## src/rtl/shift_arbiter_pkg.sv

```systemverilog
// Shared types and constants for the shift arbiter: vector geometry, default shift width, FSM states.
`ifndef MAX_NEURONS
`define MAX_NEURONS 4
`endif

package shift_arbiter_pkg;

    localparam int MAX_NEURONS = `MAX_NEURONS;
    localparam int ELEM_W      = 16;
    localparam int ARR_W       = MAX_NEURONS * ELEM_W;
    localparam int SHIFT_W_DEF = 5;

    typedef logic [MAX_NEURONS-1:0][ELEM_W-1:0] arr_t;

    typedef enum logic [1:0] {
        ST_IDLE,
        ST_SHIFT,
        ST_HOLD
    } state_e;

endpackage

```

## src/rtl/shift_arbiter_scalar_shift.sv

```systemverilog
// Element-wise logical right shift of a packed vector by one shared amount (zero-fill).
module scalar_shift
    import shift_arbiter_pkg::*;
#(
    parameter int EL_W    = ELEM_W,
    parameter int NUM_EL  = MAX_NEURONS,
    parameter int SHIFT_W = SHIFT_W_DEF
) (
    input  logic [NUM_EL*EL_W-1:0] vec_i,
    input  logic [SHIFT_W-1:0]     shamt_i,
    output logic [NUM_EL*EL_W-1:0] vec_o
);

    always_comb begin
        vec_o = '0;
        for (int k = 0; k < NUM_EL; k++) begin
            // Shift amounts at or beyond the element width flush the element to zero.
            if (int'(shamt_i) < EL_W) begin
                vec_o[k*EL_W +: EL_W] = vec_i[k*EL_W +: EL_W] >> shamt_i;
            end
        end
    end

endmodule

```

## src/rtl/shift_arbiter.sv

```systemverilog
// Round-robin arbiter sharing one scalar_shift datapath between NUM_REQ requesters.
module shift_arbiter
    import shift_arbiter_pkg::*;
#(
    parameter int NUM_REQ = 4,
    parameter int ID_W    = $clog2(NUM_REQ),
    parameter int SHIFT_W = SHIFT_W_DEF
) (
    input  logic                       clk,
    input  logic                       rst,
    input  logic [NUM_REQ-1:0]         req_valid,
    output logic [NUM_REQ-1:0]         req_ready,
    input  logic [NUM_REQ*ARR_W-1:0]   req_vector,
    input  logic [NUM_REQ*SHIFT_W-1:0] req_scalar,
    output logic                       out_valid,
    input  logic                       out_ready,
    output logic [ARR_W-1:0]           out_vector,
    output logic [ID_W-1:0]            out_id,
    output logic                       busy
);

    state_e             state_q;
    logic [ID_W-1:0]    rr_ptr_q;
    logic [ARR_W-1:0]   vec_q;
    logic [SHIFT_W-1:0] sc_q;
    logic [ID_W-1:0]    id_q;
    logic               out_valid_q;
    logic [ARR_W-1:0]   out_vector_q;
    logic [ID_W-1:0]    out_id_q;

    logic [ID_W:0]      pick;
    logic               grant_en;
    logic [ID_W-1:0]    grant_idx;
    logic [ID_W-1:0]    rr_ptr_d;
    logic [ARR_W-1:0]   shift_res;

    // Scanning offsets from high to low lets the lowest offset from ptr overwrite the result last.
    function automatic logic [ID_W:0] rr_pick(input logic [NUM_REQ-1:0] v,
                                              input logic [ID_W-1:0]    ptr);
        logic [ID_W:0] res;
        int            idx;
        res = '0;
        for (int k = NUM_REQ - 1; k >= 0; k--) begin
            idx = (int'(ptr) + k) % NUM_REQ;
            if (v[idx]) begin
                res = {1'b1, ID_W'(idx)};
            end
        end
        return res;
    endfunction

    always_comb begin
        pick      = rr_pick(req_valid, rr_ptr_q);
        grant_idx = pick[ID_W-1:0];
        grant_en  = pick[ID_W] && !rst &&
                    ((state_q == ST_IDLE) || ((state_q == ST_HOLD) && out_ready));
        rr_ptr_d  = ID_W'((int'(grant_idx) + 1) % NUM_REQ);
        req_ready = grant_en ? (NUM_REQ'(1) << grant_idx) : '0;
    end

    scalar_shift #(
        .EL_W    (ELEM_W),
        .NUM_EL  (MAX_NEURONS),
        .SHIFT_W (SHIFT_W)
    ) u_shift (
        .vec_i   (vec_q),
        .shamt_i (sc_q),
        .vec_o   (shift_res)
    );

    always_ff @(posedge clk or posedge rst) begin
        if (rst) begin
            state_q      <= ST_IDLE;
            rr_ptr_q     <= '0;
            vec_q        <= '0;
            sc_q         <= '0;
            id_q         <= '0;
            out_valid_q  <= 1'b0;
            out_vector_q <= '0;
            out_id_q     <= '0;
        end else begin
            if (grant_en) begin
                vec_q    <= req_vector[int'(grant_idx)*ARR_W +: ARR_W];
                sc_q     <= req_scalar[int'(grant_idx)*SHIFT_W +: SHIFT_W];
                id_q     <= grant_idx;
                rr_ptr_q <= rr_ptr_d;
            end
            case (state_q)
                ST_IDLE: begin
                    if (grant_en) state_q <= ST_SHIFT;
                end
                ST_SHIFT: begin
                    out_vector_q <= shift_res;
                    out_id_q     <= id_q;
                    out_valid_q  <= 1'b1;
                    state_q      <= ST_HOLD;
                end
                ST_HOLD: begin
                    if (out_ready) begin
                        out_valid_q <= 1'b0;
                        state_q     <= grant_en ? ST_SHIFT : ST_IDLE;
                    end
                end
                default: state_q <= ST_IDLE;
            endcase
        end
    end

    assign out_valid  = out_valid_q;
    assign out_vector = out_vector_q;
    assign out_id     = out_id_q;
    assign busy       = (state_q != ST_IDLE);

endmodule
```

## config.mk

```make
export PLATFORM = sky130hd
export DESIGN_NAME = shift_arbiter
export DESIGN_NICKNAME = d
export VERILOG_FILES = /design/src/rtl/shift_arbiter_pkg.sv /design/src/rtl/shift_arbiter_scalar_shift.sv /design/src/rtl/shift_arbiter.sv
export SDC_FILE = /design/constraint.sdc
export NUM_CORES = 1
export LEC_CHECK = 0
export CORE_ASPECT_RATIO = 1.1
export CORE_MARGIN = 2
export CORE_UTILIZATION = 49
export CTS_CLUSTER_DIAMETER = 200
export DETAILED_ROUTE_END_ITERATION = 6
export PLACE_DENSITY_LB_ADDON = 0.05
export RECOVER_POWER = 25
export SETUP_SLACK_MARGIN = 0.3
export SKIP_LAST_GASP = 1
export SLEW_MARGIN = 10
export SYNTH_ARGS = -nofsm -noshare
export SYNTH_HDL_FRONTEND = slang
export SYNTH_SLANG_ARGS = --single-unit
export TNS_END_PERCENT = 5
```

## constraint.sdc

```tcl
create_clock -name clk -period 13.1 [get_ports clk]
set_input_delay 2.62 -clock clk [delete_from_list [all_inputs] [get_ports clk]]
set_output_delay 2.62 -clock clk [all_outputs]
set_load 0.02 [all_outputs]
```

==> metrics.txt <==
status finished with violations; violated checks capacitance limit, slew limit; layout cells sized above 1 0.0808; Clk pwr share 0.169; # H-tree levels 4; Buf/Inv on CP 3; clk slew on worst S/H paths 70 ps; family with the most delay on the worst path buffers and inverters; CP required 10,480 ps; CTS Buffer Depth 2; first-pass GRT wire length 51,400 µm; Resize count post-CTS 0; Reg-to-Reg Start state_q[1]; WP data arrival 5910 ps; Reg2Reg Setup Slack 9520 ps; die area 0.0208 mm²; drt drc 0; via count 9,254; Primary FF master, synth dfrtp_1; Post-Synth XOR/XNOR Area 0; Chip Width 138 µm; GRT Residual Overflow 0; Post-Synth Simple-Gate Area 0.0980; synth cell count leaders dfrtp_1, mux2i_1, a21oi_1, o21ai_0, a221o_1; P_leak 5.68 nW; CTS tree done; Port Buffers 354; asr flop ratio synth 1.00; Detailed Place HPWL 25,100 µm; most common cell in the netlist dfrtp_1; initial antenna violation count 7; Slowest cell on crit path nor2_4; crit share post-route 0.651; r2r endpoint out_vector[6]; Root Buffer clkbuf_16; Post-Syn Nets 1,254; GRT Overall Usage 0.330; path depth of the worst reg2reg path 4; Final Max Slew Viols 152; crit-path cells clkdlybuf4s50_1 > nand2b_1 > nor2_4 > nor2_4 > inv_6 > ha_1 > and2_1 > clkdlybuf4s50_1; worst-path maximum fanout 92; Internal Power 1.71 mW; WHS 482 ps; via/cell ratio 6.11; startpoint types primary input; Worst-Skew Late Latency 430 ps; vias in the first global route 9,027; CTS buffer count 17; Yosys warnings 0; core area 0.0192 mm²; EDFF count, synth 0; Yosys reg bits 142; Worst path max stage delay 790 ps; crit end category output pin; peak supply drop 0.000186 V; drt pass-1 iters 5; I/O pins 355; nets 1,536; switching share of power 0.426; clk_skew 11.3 ps; post-layout util 0.716; worst rel slew slack -1.58; Fin. Hold Viols 0; post-synthesis cell count 967; fillcell total 1,535; Hold/Removal Path Class reg -> reg; sequential share of power 0.307; Syn Std Cell Area 0.00961 mm²; Adder-Cell Fraction of Synth Area 0.00521; sequential area share after synthesis 0.370; Hold Buf Count CTS 0; unrepaired setup endpoints after global routing no; Yosys top cell area share 0.370; Synth area leaders dfrtp_1, mux2i_1, a221o_1; HP Start out_vector[16]; mux contribution to synthesized area 0.248; worst slew pin tran 3850 ps; setup violators final 0; initial cell density of the core 0.501; Max Cap Viol 2; area grow syn2layout 42.8%; die height 151 µm; Worst Hold Path EP out_vector[16]; FMAX 117 MHz; Sink Count 142; switching power total 1.27 mW; syn_area_per_cell 9.94 µm²; Setup Total Neg Slack 0 ps; pwr dens 217 mW/mm²; Post-Route WL 34,100 µm; Crit Path Category in -> out; GP Congestion 0.930; largest net degree at the start of global routing 93; post-route antenna net violation count 0; postcts setup bufs 0; largest family of logic cells by synthesized area multiplexers; Compound-Gate Fraction of Synth Area 0.222; drt wl/cell 22.5 µm; Logic pwr share 0.523; synth unique cells 50; Cells on Worst Hold Path 1; crit path time final 8530 ps; DR iter-0 viols 777; Site Rows 53; Yosys top cell by area dfrtp_1
## stage by stage
| stage | total power, mW | worst slack, ps | instances | area (µm²) |
|---|---|---|---|---|
| 2_1_floorplan | 1.93 | 6520 | 967 | 9610 |
| 3_3_place_gp | 2.42 | 4620 | 1477 | 13100 |
| 3_5_place_dp | 2.45 | 4590 | 1477 | 13100 |
| 4_1_cts | 2.97 | 4580 | 1509 | 13700 |
| 5_1_grt | 3.16 | 4310 | 1513 | 13700 |
| 6_report | 2.98 | 4570 | 1515 | 13700 |
## worst reg2reg max path, stage by stage, from the launching register on
cell	delay, ps
dfrtp_1	450
nand2b_1	270
clkbuf_1	2170
a222oi_1	500
inv_1	120
## cells in the final DEF (no fill, tap or decap), types with 3 or more instances in the layout
master / netlist / layout
clkdlybuf4s50_1: 0 / 352
dfrtp_1: 142 / 139
mux2i_1: 109 / 109
o21ai_0: 69 / 76
a21oi_1: 72 / 72
a221o_1: 59 / 59
nand3_1: 53 / 53
mux2_1: 50 / 50
nor2_1: 49 / 48
a211oi_1: 44 / 44
nand2_1: 36 / 36
mux4_2: 23 / 23
and3_1: 20 / 20
a22o_1: 20 / 20
mux2_2: 19 / 19
clkbuf_16: 0 / 17
inv_1: 12 / 11
o22ai_1: 10 / 10
buf_4: 4 / 10
a22oi_1: 9 / 9
nor2b_1: 8 / 8
diode_2: 0 / 6
and2_1: 6 / 6
nand2b_1: 6 / 6
inv_6: 1 / 6
a21o_1: 5 / 5
or2_2: 3 / 4
o211ai_1: 4 / 4
ha_1: 4 / 4
nor2_4: 1 / 3
nand3b_1: 3 / 3
a222oi_1: 3 / 3
inv_8: 0 / 3
clkinvlp_4: 0 / 3
## power by group through the flow
stage / sequential, mW / combinational, mW / clock, mW
2_1_floorplan: 0.846 / 1.08 / 0
3_3_place_gp: 0.903 / 1.52 / 0
3_5_place_dp: 0.911 / 1.54 / 0
4_1_cts: 0.904 / 1.55 / 0.509
5_1_grt: 0.941 / 1.69 / 0.529
6_report: 0.915 / 1.56 / 0.503
## cells by family after synthesis
| kind of cell | Yosys count |
|---|---|
| AOI/OAI and AO/OA | 311 |
| adders and majority gates | 4 |
| buffers and inverters | 116 |
| DFF | 142 |
| muxes | 201 |
| and+or+nand+nor | 193 |
## worst max path at each step
stage,startpoint,end,slack [ps],cells past startpoint
2_1_floorplan,req_valid[1],req_ready[2],6520,8
3_3_place_gp,req_valid[1],req_ready[2],4620,8
3_5_place_dp,req_valid[1],req_ready[2],4590,8
4_1_cts,req_valid[1],req_ready[2],4580,8
5_1_grt,req_valid[1],req_ready[2],4310,8
6_report,req_valid[1],req_ready[2],4570,8
## sequential cells by signal, indices dropped and copies added (netlist names)
signal and flops:
vec_q 64, out_vector 64, out_id 2, state_q 2, out_valid 1, id_q 2
rr_ptr_q 2, sc_q 5
## layout make-up
| type | count | area (µm²) | area share |
|---|---|---|---|
| timing repair buffer | 365 | 3620 | 0.264 |
| antenna | 6 | 15.0 | 0.00109 |
| tap | 247 | 309 | 0.0225 |
| clock inverter | 14 | 169 | 0.0123 |
| clock buffer | 18 | 439 | 0.0320 |
| inverter | 14 | 58.8 | 0.00429 |
| multi-input combinational | 709 | 5540 | 0.404 |
| sequential | 142 | 3560 | 0.260 |
## layer usage
metal	share of wire	up-vias	global-route usage
met4	0.036	2	0.134
met3	0.094	73	0.0910
met2	0.46	479	0.497
met1	0.41	4422	0.448
li1	-	4278	-
met5	0.00038	-	0
Note: power is estimated with default switching activity, not from simulation.
